<file path="src/rtl/seq_step_controller.sv">
// seq_step_controller
//
// Sequencer for the 3-bit random-sequence counter. A small table of count
// values is programmed while idle; on start the controller clears the
// counter for one cycle and then steps it through table[0..last_idx],
// holding each entry for STEP_CYC cycles and wrapping back to entry 0.
// The counter feedback is compared against the value that was loaded one
// cycle earlier. The first mismatch sets a sticky error and parks the
// counter at zero.
//
// Ports
//   clk        rising-edge clock
//   clear_n    synchronous active-low reset
//   wr_en      table write strobe (honoured only while idle)
//   wr_addr    table write address (ignored when >= DEPTH)
//   wr_data    table write data
//   last_idx   index of last sequence entry, latched at start, clamped
//   start      begin a sequence from idle or error
//   stop       abort to idle, wins over everything except reset
//   count      counter output feedback
//   ctr_in     value the counter loads when ctr_clear is low
//   ctr_clear  forces the counter to zero at the next edge
//   busy       high while clearing or running
//   step_idx   current table index
//   wrap       one-cycle pulse when step_idx returns from last_idx to 0
//   err        sticky mismatch flag
module seq_step_controller #(
  parameter int WIDTH    = 3,
  parameter int DEPTH    = 8,
  parameter int AW       = 3,
  parameter int STEP_CYC = 1
) (
  input  logic             clk,
  input  logic             clear_n,
  input  logic             wr_en,
  input  logic [AW-1:0]    wr_addr,
  input  logic [WIDTH-1:0] wr_data,
  input  logic [AW-1:0]    last_idx,
  input  logic             start,
  input  logic             stop,
  input  logic [WIDTH-1:0] count,
  output logic [WIDTH-1:0] ctr_in,
  output logic             ctr_clear,
  output logic             busy,
  output logic [AW-1:0]    step_idx,
  output logic             wrap,
  output logic             err
);

  typedef enum logic [1:0] {
    ST_IDLE,
    ST_CLR,
    ST_RUN,
    ST_ERR
  } state_t;

  // Hold counter only needs to reach STEP_CYC-1; keep at least one bit.
  localparam int HW = (STEP_CYC > 1) ? $clog2(STEP_CYC) : 1;
  localparam logic [HW-1:0] HOLD_LAST = HW'(STEP_CYC - 1);
  localparam logic [AW-1:0] IDX_MAX   = AW'(DEPTH - 1);

  state_t           state_q, state_d;
  logic [WIDTH-1:0] table_q [DEPTH];
  logic [WIDTH-1:0] table_d [DEPTH];
  logic [AW-1:0]    last_q, last_d;
  logic [HW-1:0]    hold_q, hold_d;
  logic             chk_v_q, chk_v_d;
  logic [WIDTH-1:0] exp_q, exp_d;
  logic [AW-1:0]    exp_idx_q, exp_idx_d;
  logic [WIDTH-1:0] ctr_in_q, ctr_in_d;
  logic             ctr_clear_q, ctr_clear_d;
  logic             busy_q, busy_d;
  logic [AW-1:0]    step_idx_q, step_idx_d;
  logic             wrap_q, wrap_d;
  logic             err_q, err_d;

  logic             addr_ok;
  logic [AW-1:0]    last_clamped;
  logic [AW-1:0]    next_idx;
  logic             at_last;
  logic             mismatch;

  assign addr_ok      = (32'(wr_addr) < DEPTH);
  assign last_clamped = (last_idx > IDX_MAX) ? IDX_MAX : last_idx;
  assign at_last      = (step_idx_q == last_q);
  assign next_idx     = at_last ? '0 : step_idx_q + AW'(1);

  // The checker compares against the value loaded one cycle earlier, and
  // only while still running so a stale arm after stop/error is ignored.
  assign mismatch = chk_v_q && (state_q == ST_RUN) && (count != exp_q);

  // Next-state and registered-output logic. exp_idx remembers which table
  // index produced the checked value so an error parks step_idx on the
  // failing entry rather than on the entry already being driven.
  always_comb begin
    state_d     = state_q;
    table_d     = table_q;
    last_d      = last_q;
    hold_d      = hold_q;
    ctr_in_d    = ctr_in_q;
    ctr_clear_d = ctr_clear_q;
    busy_d      = busy_q;
    step_idx_d  = step_idx_q;
    wrap_d      = 1'b0;
    err_d       = err_q;
    chk_v_d     = (state_q == ST_RUN);
    exp_d       = ctr_in_q;
    exp_idx_d   = step_idx_q;

    if (wr_en && (state_q == ST_IDLE) && addr_ok) begin
      table_d[wr_addr] = wr_data;
    end

    if (stop) begin
      state_d     = ST_IDLE;
      ctr_clear_d = 1'b1;
      ctr_in_d    = '0;
      busy_d      = 1'b0;
      step_idx_d  = '0;
      hold_d      = '0;
    end else begin
      unique case (state_q)
        ST_IDLE, ST_ERR: begin
          if (start) begin
            state_d     = ST_CLR;
            last_d      = last_clamped;
            ctr_clear_d = 1'b1;
            ctr_in_d    = '0;
            busy_d      = 1'b1;
            err_d       = 1'b0;
            step_idx_d  = '0;
            hold_d      = '0;
          end
        end
        ST_CLR: begin
          state_d     = ST_RUN;
          ctr_clear_d = 1'b0;
          ctr_in_d    = table_q[0];
          busy_d      = 1'b1;
          step_idx_d  = '0;
          hold_d      = '0;
        end
        ST_RUN: begin
          if (mismatch) begin
            state_d     = ST_ERR;
            err_d       = 1'b1;
            ctr_clear_d = 1'b1;
            ctr_in_d    = '0;
            busy_d      = 1'b0;
            step_idx_d  = exp_idx_q;
            hold_d      = '0;
          end else if (hold_q == HOLD_LAST) begin
            step_idx_d = next_idx;
            ctr_in_d   = table_q[next_idx];
            hold_d     = '0;
            wrap_d     = at_last;
          end else begin
            hold_d = hold_q + HW'(1);
          end
        end
        default: state_d = ST_IDLE;
      endcase
    end
  end

  // State and output registers with synchronous active-low reset.
  always_ff @(posedge clk) begin
    if (!clear_n) begin
      state_q     <= ST_IDLE;
      for (int i = 0; i < DEPTH; i++) table_q[i] <= '0;
      last_q      <= '0;
      hold_q      <= '0;
      chk_v_q     <= 1'b0;
      exp_q       <= '0;
      exp_idx_q   <= '0;
      ctr_in_q    <= '0;
      ctr_clear_q <= 1'b1;
      busy_q      <= 1'b0;
      step_idx_q  <= '0;
      wrap_q      <= 1'b0;
      err_q       <= 1'b0;
    end else begin
      state_q     <= state_d;
      table_q     <= table_d;
      last_q      <= last_d;
      hold_q      <= hold_d;
      chk_v_q     <= chk_v_d;
      exp_q       <= exp_d;
      exp_idx_q   <= exp_idx_d;
      ctr_in_q    <= ctr_in_d;
      ctr_clear_q <= ctr_clear_d;
      busy_q      <= busy_d;
      step_idx_q  <= step_idx_d;
      wrap_q      <= wrap_d;
      err_q       <= err_d;
    end
  end

  assign ctr_in    = ctr_in_q;
  assign ctr_clear = ctr_clear_q;
  assign busy      = busy_q;
  assign step_idx  = step_idx_q;
  assign wrap      = wrap_q;
  assign err       = err_q;

endmodule
</file>
<file path="config.mk">
export PLATFORM = sky130hd
export DESIGN_NAME = seq_step_controller
export DESIGN_NICKNAME = d
export VERILOG_FILES = /design/src/rtl/seq_step_controller.sv
export SDC_FILE = /design/constraint.sdc
export NUM_CORES = 1
export LEC_CHECK = 0
export CAP_MARGIN = 10
export CORE_AREA = 2 2 56 97
export DETAILED_ROUTE_END_ITERATION = 8
export DIE_AREA = 0 0 58 99
export PLACE_DENSITY_LB_ADDON = 0.2
export REMOVE_ABC_BUFFERS = 1
export SLEW_MARGIN = 20
export SYNTH_ARGS = -nofsm -noshare
export SYNTH_HDL_FRONTEND = slang
export SYNTH_SLANG_ARGS = --single-unit
</file>
<file path="constraint.sdc">
create_clock -name clk -period 1.8 [get_ports clk]
set_input_delay 0.54 -clock clk [delete_from_list [all_inputs] [get_ports clk]]
set_output_delay 0.54 -clock clk [all_outputs]
set_load 0.02 [all_outputs]
</file>
# Word-level counts from Yosys, hierarchy flattened
# Index checks and enable logic that the tools add are counted.
[totals]
ff_bits = 47
inputBits = 17
out_inout_bits = 10
wordCells = 80
[op_classes]
n_addsub = 2
magnitude_cmp = 4
n_eq_ne = 8
muxes = 28
n_bitwise = 5
reduce_logical = 13
[ops]
columns = ["cell", "n"]
rows = [
  ["3-bit two-way mux", 10],
  ["24-bit bitwise mux", 1],
  ["3-bit case mux with 3 select lines", 2],
  ["3-bit binary-select mux with 3-bit select", 1],
  ["3-bit demux with 3-bit select", 1],
  ["1-bit case mux with 3 select lines", 3],
  ["4-bit >= comparator, second input constant", 2],
  ["3-bit inverter with 4-bit output", 2],
  ["1-bit two-way mux", 6],
  ["2-bit case mux with 3 select lines", 1],
  ["5-bit OR reduction", 1],
  ["2-bit == test, second input constant", 2],
  ["1-bit logical AND", 4],
  ["4-bit by 1-bit < comparator with 1-bit output, second input constant", 1],
  ["2-bit two-way mux", 2],
  ["2-bit AND reduction", 2],
  ["4-bit AND reduction", 1],
  ["2-bit OR reduction", 2],
  ["3-bit by 1-bit adder with 3-bit output, second input constant", 1],
  ["3-bit == test", 1],
  ["3-bit > comparator, second input constant", 1],
  ["3-bit by 2-bit inequality test with 1-bit output, second input constant", 1],
  ["3-bit inequality test", 1],
  ["1-bit inverter", 3],
  ["8 further kinds", 8],
]

# Longest topological paths before layout
# Gate-level depths: netlist (run 1).
[depth]
depth_word = 9
mapped_depth = 7
ltp_nobuf = 6

# Least setup slack after synthesis (run 1)
# OpenSTA, ideal clock, no wires.
[synth_path]
path_type = "register to register"
from = "reg state_q[0]"
to = "reg ctr_in_q[0] (netlist: ctr_in[0])"
setup_time_ns = 0.070
arrival_ns = 1.688
required_ns = 1.730
slack_ns = 0.043
path_stages_with_launch = 8
n_path_buf = 1
synth_period_minus_slack_ns = 1.757
cell_sequence = "dfxtp_1 > inv_1 > ha_1 > buf_2 > nor2_1 > a22oi_1 > a211o_1 > a21oi_1"
[synth_between]
elab_chain_len = 5
elab_cells_between_ends = 12
classes_between = "5 x eq/ne; 2 x mux; 5 x reduce/logical"
[synth_lines]
columns = ["element", "line_no", "source"]
rows = [
  ["from (decl)", "62", "state_t state_q, state_d;"],
  ["from (signal assigned)", "183", "state_q <= state_d;"],
  ["2-bit == test", "90, 122", ""],
  ["1-bit logical AND (2 in a row)", "90", "assign mismatch = chk_v_q && (state_q == ST_RUN) && (count != exp_q);"],
  ["3-bit two-way mux or 3-bit by 2-bit inequality test with 1-bit output (tied branches)", "n/a", ""],
  ["3-bit case mux with 3 select lines or 2-bit AND reduction (tied branches)", "n/a", ""],
  ["to (signal assigned)", "190", "ctr_in_q <= ctr_in_d;"],
  ["to (decl)", "70", "logic [WIDTH-1:0] ctr_in_q, ctr_in_d;"],
]
# Parallel ways exist; a longest one is shown, timed or not.
# A chain may end at the register's enable or synchronous reset.

# Worst setup path after layout (run 1)
[layout_path]
from = "reg wrap_q (netlist: wrap)"
to = "out wrap"
[layout_rtl]
columns = ["element", "line_no", "source"]
rows = [
  ["from (decl)", "74", "logic wrap_q, wrap_d;"],
  ["from (signal assigned)", "194", "wrap_q <= wrap_d;"],
  ["to (decl)", "46", "output logic wrap,"],
]
# No word-level cell between the ends.

==> flow_metrics.py, run 1 <==
metrics = {
    "sta": {
        "relSlewSlack_pct": 72.0,
        "max_freq_ghz": 0.572,
        "rsz0062_at_grt": "false",
        "hold_viol_final": 0,
        "holdWs_ps": 477,
        "min_period_ps": 1750,
        "setup_viol": 0,
        "skew_ps": 5.00,
        "finalCritPeriodShare_pct": 97.2,
        "worst_pin_slew_ps": 416,
        "slew_viol_final": 0,
        "fin_setup_tns_ps": 0,
        "setup_ws_ps": 50.5,
    },
    "floorplan": {
        "initial_core_util_pct": 43.2,
        "fp.dieArea_sq_mm": 0.00574,
        "coreArea_sq_mm": 0.00493,
        "die_w_um": 58,
        "die_y_um": 99,
        "ios": 27,
        "rows": 34,
    },
    "route": {
        "drt-total-wl_um": 5050,
        "viasPerCell": 5.30,
        "wl_per_cell_um": 15.3,
        "vias": 1755,
        "ant_nets": 0,
        "dr.pass1.iters": 4,
        "post-route-drc-count": 0,
        "drt_iter0_markers": 39,
    },
    "synth": {
        "synthFlopType": "dfxtp_1",
        "synth_edf_count": 0,
        "async_flop_share_pct": 0,
        "avgSynthCellArea_sq_um": 9.51,
        "seq_area_frac_synth_pct": 43.2,
        "yosysWarnings": 0,
        "syn_area_sq_mm": 0.00213,
        "yosys_register_bits": 46,
        "synth_cells": 224,
        "synth_cell_type_count": 39,
    },
    "clock_tree": {
        "cts_tree": "yes",
        "root_buffer": "clkbuf_8",
        "clkLatencyLatePin_ps": 300,
        "hold_buffers": 0,
        "cts-buffers-inserted": 5,
        "h-tree-depth": 2,
        "cts_buffer_depth": 2,
        "cts_sinks": 46,
        "path_clk_slew_ps": 90,
    },
    "final_layout": {
        "final_cell_mix": "dfxtp_1, nor2_1, buf_4",
        "final_cell_count_no_fill": 331,
        "postLayoutCoreUtil_pct": 56.2,
        "nets": 298,
        "final_common_cell": "dfxtp_1",
        "drive_gt1_share_pct": 19.9,
        "fill_cells": 482,
        "syn2layout_area_growth_pct": 30.3,
        "antenna_cells": 0,
        "design_area_sq_mm": 0.00278,
    },
    "critical_path": {
        "required_ps": 1260,
        "crit_family": "buffers and inverters",
        "startpoint_type": "register",
        "critPathKind": "reg -> out",
        "crit_chain": "clkdlybuf4s50_1",
        "slowest_delay_ps": 600,
        "path_max_fanout": 1,
        "endpoint_kind": "primary output",
        "worst_ep_arrival_time_ps": 1210,
        "cp_slowest_cell": "clkdlybuf4s50_1",
        "path_buf_inv": 1,
    },
    "grt": {
        "track_usage_pct": 18.8,
        "grt_pass1_vias": 1708,
        "antenna_found_initial": 0,
        "grt_max_degree": 30,
        "grt_pass1_wl_um": 8090,
        "overflow": 0,
    },
    "min_path": {
        "hp-class": "reg -> reg",
    },
    "pwr": {
        "pwr_density_cell_mw_per_mm2": 749,
        "p_total_mw": 2.08,
        "combPwrFrac_pct": 13.7,
        "clock_power_share_pct": 35.4,
        "p_leak_nw": 1.14,
        "p_sw_mw": 0.512,
        "p_seq_share_pct": 50.8,
        "peakVddDrop_mv": 0.547,
        "p_int_mw": 1.57,
        "p_sw_share_pct": 24.6,
    },
    "run": {
        "cap_violations": 0,
    },
    "placed_design": {
        "pre_cts_ws_ps": -345,
        "place_inst": 321,
        "dp_hpwl_um": 3750,
        "io_buffers": 26,
        "routabilityCongestion": 0.769,
        "placed_area_sq_mm": 0.00262,
    },
    "status": {
        "status": "complete, no violations",
    },
}
## sequential cells by signal (all words and copies together) (netlist names)
signal	count
step_idx	3
busy	1
state_q	2
ctr_in	3
exp_q	3
chk_v_q	1
table_q	24
ctr_clear	1
wrap	1
exp_idx_q	3
last_q	3
err	1
## cell usage after synthesis, drive strengths merged, types with 3 or more instances
library cell / n / area [sq um]
dfxtp: 46 / 921
nor2: 37 / 139
mux2i: 28 / 280
nand2: 12 / 45.0
a21oi: 11 / 58.8
clkbuf: 10 / 37.5
inv: 8 / 30.0
and2: 7 / 45.1
nor3: 7 / 35.0
ha: 5 / 62.6
a31oi: 4 / 25.0
nand2b: 4 / 25.0
o21ai: 4 / 20.0
xor2: 4 / 35.0
a211o: 3 / 26.3
buf: 3 / 27.5
mux4: 3 / 67.6
o32ai: 3 / 26.3
or3: 3 / 18.8
xnor2: 3 / 33.8
## cell families after synthesis
| kind of cell | share of synthesized area [%] |
|---|---|
| multiplexers | 16.9 |
| AND/OR/NAND/NOR | 15.9 |
| adder cells (fa/ha/maj) | 2.94 |
| AO/OA/AOI/OAI | 13.4 |
| flip-flops | 43.2 |
| buffers and inverters | 4.47 |
| XOR/XNOR | 3.23 |
## per-layer routing
layer	routed length (um)	share of wire, %	global-route usage (%)	vias to the layer above
met5	0	0	0	-
li1	-	-	-	887
met2	2840	56	35.1	35
met4	171	3.4	10.2	0
met3	140	2.8	3.15	10
met1	1900	38	18.7	823
## cell type report
class	instances	area [sq um]	share of cell area, %
sequential	46	921	33.2
clock buffer	8	110	3.97
tap	54	67.6	2.43
multi-input combinational	158	1160	41.7
inverter	8	30.0	1.08
timing repair buffer	57	489	17.6
## power by group through the flow
stage	registers (mW)	clock network [mW]	logic, mW
2_1_floorplan	1.08	0	0.131
3_3_place_gp	1.08	0	0.277
3_5_place_dp	1.08	0	0.278
4_1_cts	1.06	0.761	0.277
5_1_grt	1.06	0.797	0.314
6_report	1.06	0.737	0.286
## worst paths after layout
check,startpoint,end,slack [ps],depth (start not counted)
worst max-delay path,wrap$_SDFF_PP0_,wrap,50,1
worst min-delay path,busy$_SDFFE_PP0P_,busy$_SDFFE_PP0P_,480,2
worst max register to register,state_q[1]$_SDFFE_PP0P_,last_q[1]$_SDFFE_PN0P_,70,6
worst min register to register,busy$_SDFFE_PP0P_,busy$_SDFFE_PP0P_,480,2
## timing repair
action	in CTS	in global routing
cloned	0	1
endpoints found under the setup margin	9	9
pin swaps	3	4
buffers inserted	0	1
gates resized for setup	11	9
Power figures use the tool's default switching activity.
==> inputs of run 2 (changes only) <==
--- a/config.mk
+++ b/config.mk
@@ -5,10 +5,11 @@
 export SDC_FILE = /design/constraint.sdc
 export NUM_CORES = 1
 export LEC_CHECK = 0
+export ABC_AREA = 1
 export CAP_MARGIN = 10
-export CORE_AREA = 2 2 56 97
+export CORE_AREA = 3 3 57 99
 export DETAILED_ROUTE_END_ITERATION = 8
-export DIE_AREA = 0 0 58 99
+export DIE_AREA = 0 0 60 102
 export PLACE_DENSITY_LB_ADDON = 0.2
 export REMOVE_ABC_BUFFERS = 1
 export SLEW_MARGIN = 20
==> constraint.sdc (replaced) <==
create_clock -name clk -period 1.8 [get_ports clk]
set_input_delay 0.27 -clock clk [delete_from_list [all_inputs] [get_ports clk]]
set_output_delay 0.27 -clock clk [all_outputs]
set_load 0.02 [all_outputs]
==> run 2 against run 1 <==
  * Count of clock-buffer cells in the layout is 1 lower
  * Synthesized area is 3.1% higher
  * Global-route usage down 0.47 points
  * Critical path type unchanged
  * Critical endpoint is now step_idx[1]
==> flow_metrics.py, run 2 <==
metrics = {
    "status": {
        "status": "complete, no violations",
    },
    "clock_tree": {
        "clkLatencyLatePin_ps": 300,
        "root_buffer": "clkbuf_8",
        "cts_tree": "yes",
        "cts_buffer_depth": 2,
        "path_clk_slew_ps": 80,
        "h-tree-depth": 2,
        "hold_buffers": 0,
        "cts_sinks": 46,
        "cts-buffers-inserted": 5,
    },
    "floorplan": {
        "initial_core_util_pct": 44.5,
        "die_y_um": 102,
        "coreArea_sq_mm": 0.00493,
        "rows": 34,
        "ios": 27,
        "fp.dieArea_sq_mm": 0.00612,
        "die_w_um": 60,
    },
    "synth": {
        "synth_most_common_cell": "nand2_1",
        "ys_top_cells_by_count": "nand2_1, nor2_1, dfxtp_1, inv_1, o21ai_0",
        "synth_top_cell_by_area": "dfxtp_1",
        "synth_area_leaders": "dfxtp_1, nand2_1, nor2_1",
        "syn_area_sq_mm": 0.00219,
        "synth_cell_type_count": 28,
        "synthFlopType": "dfxtp_1",
        "synth_edf_count": 0,
        "synth_cells": 311,
        "async_flop_share_pct": 0,
        "yosys_register_bits": 46,
        "seq_area_frac_synth_pct": 42.0,
        "avgSynthCellArea_sq_um": 7.06,
        "yosysWarnings": 0,
        "synth_top_cell_area_share_pct": 42.0,
    },
    "sta": {
        "slew_viol_final": 0,
        "fin_setup_tns_ps": 0,
        "skew_ps": 11.3,
        "rsz0062_at_grt": "false",
        "max_freq_ghz": 0.593,
        "worst_pin_slew_ps": 367,
        "relSlewSlack_pct": 75.5,
        "holdWs_ps": 446,
        "finalCritPeriodShare_pct": 93.6,
        "min_period_ps": 1690,
        "setup_viol": 0,
        "setup_ws_ps": 115,
        "hold_viol_final": 0,
    },
    "grt": {
        "grt_max_degree": 27,
        "grt_pass1_wl_um": 8500,
        "overflow": 0,
        "grt_pass1_vias": 1939,
        "track_usage_pct": 18.3,
        "antenna_found_initial": 0,
    },
    "final_layout": {
        "design_area_sq_mm": 0.00266,
        "largest_register": "table_q",
        "postLayoutCoreUtil_pct": 53.8,
        "final_common_cell": "nand2_1",
        "nets": 368,
        "final_cell_count_no_fill": 401,
        "antenna_cells": 0,
        "largest_reg_flops": 24,
        "drive_gt1_share_pct": 10.4,
        "syn2layout_area_growth_pct": 21.0,
        "final_cell_mix": "nand2_1, nor2_1, dfxtp_1",
    },
    "run": {
        "cap_violations": 0,
    },
    "pwr": {
        "combPwrFrac_pct": 14.5,
        "p_sw_mw": 0.522,
        "pwr_density_cell_mw_per_mm2": 754,
        "p_total_mw": 2.00,
        "clock_power_share_pct": 32.4,
        "p_sw_share_pct": 26.1,
        "p_int_mw": 1.48,
        "p_leak_nw": 1.17,
        "peakVddDrop_mv": 0.809,
        "p_seq_share_pct": 53.1,
    },
    "placed_design": {
        "io_buffers": 26,
        "routabilityCongestion": 0.867,
        "placed_area_sq_mm": 0.00256,
        "pre_cts_ws_ps": 90.4,
        "dp_hpwl_um": 3930,
        "place_inst": 393,
    },
    "critical_path": {
        "worst_ep_arrival_time_ps": 1420,
        "critPathKind": "reg -> out",
        "rr_startpoint": "state_q[0]$_SDFFE_PP0P_",
        "startpoint_type": "register",
        "crit_chain": "buf_4 -> clkdlybuf4s50_1",
        "required_ps": 1530,
        "crit_family": "buffers and inverters",
        "endpoint_kind": "primary output",
        "path_max_fanout": 4,
        "path_buf_inv": 2,
        "cp_slowest_cell": "clkdlybuf4s50_1",
        "crit_start": "step_idx[1]$_SDFFE_PP0P_",
        "slowest_delay_ps": 600,
    },
    "min_path": {
        "hp-class": "reg -> reg",
        "hp-start": "ctr_in[1]$_SDFFE_PP0P_",
    },
    "route": {
        "post-route-drc-count": 0,
        "dr.pass1.iters": 4,
        "drt-total-wl_um": 5030,
        "wl_per_cell_um": 12.5,
        "viasPerCell": 4.90,
        "vias": 1963,
        "drt_iter0_markers": 47,
        "ant_nets": 0,
    },
}
run 2: cell types whose count changed in the layout (fill, tap and decap cells not counted), sizes merged, moves of 9 or more:
cell / delta
buf: -21
clkdlybuf4s50: +12
dlygate4sd2: -9
inv: +33
mux2i: -28
nand2: +60
nand3: +22
nor2: +17
o21ai: +23
run 2: metal layers:
metal / wire length (um) / GRT usage, % / vias up
li1: - / - / 1048
met1: 2060 / 18.7 / 886
met2: 2770 / 35.5 / 23
met3: 124 / 3.16 / 6
met4: 79 / 6.14 / 0
met5: 0 / 0 / -
run 2: worst paths after layout:
path | slack, ps | cells past startpoint | end
max | 110 | 2 | step_idx[1]
min | 450 | 2 | exp_q[1]$_SDFF_PN0_
max reg2reg | 130 | 7 | step_idx[0]$_SDFFE_PP0P_
min reg2reg | 450 | 2 | exp_q[1]$_SDFF_PN0_
run 2: what timing repair did:
item | in CTS | in global routing
endpoints found under the hold margin | 0 | 0
setup buffers | 0 | 0
resized for setup | 0 | 1
setup endpoints to repair | 0 | 1
run 2: area by class of cell:
class	count	area, sq um
clock buffer	7	86.3
timing repair buffer	36	348
fill	497	2280
tap	54	67.6
multi-input combinational	215	1070
sequential	46	921
inverter	42	163
clock inverter	1	5.00
run 2: power groups by stage:
stage	sequential [mW]	clock, mW	combinational (mW)
after floorplan	1.09	0	0.157
after global placement	1.09	0	0.289
after detailed placement	1.09	0	0.293
after CTS	1.06	0.661	0.295
after global routing	1.07	0.694	0.327
final	1.06	0.648	0.290
run 2: worst register-to-register path, delay by kind of cell (launching register included):
family	cells	cell delay, ps
compound gates	2	200
fa+ha+maj	1	330
buf+inv	2	300
flops	1	390
simple gates	2	320
run 2: cells by family (layout without fill, tap and decap cells):
logic type / count (synthesis) / in the layout / share of synthesized area [%]
fa+ha+maj: 5 / 5 / 2.85
flops: 46 / 46 / 42.0
compound gates: 50 / 50 / 12.1
buf+inv: 50 / 86 / 9.46
xor+xnor: 5 / 5 / 2.34
simple gates: 155 / 155 / 31.3
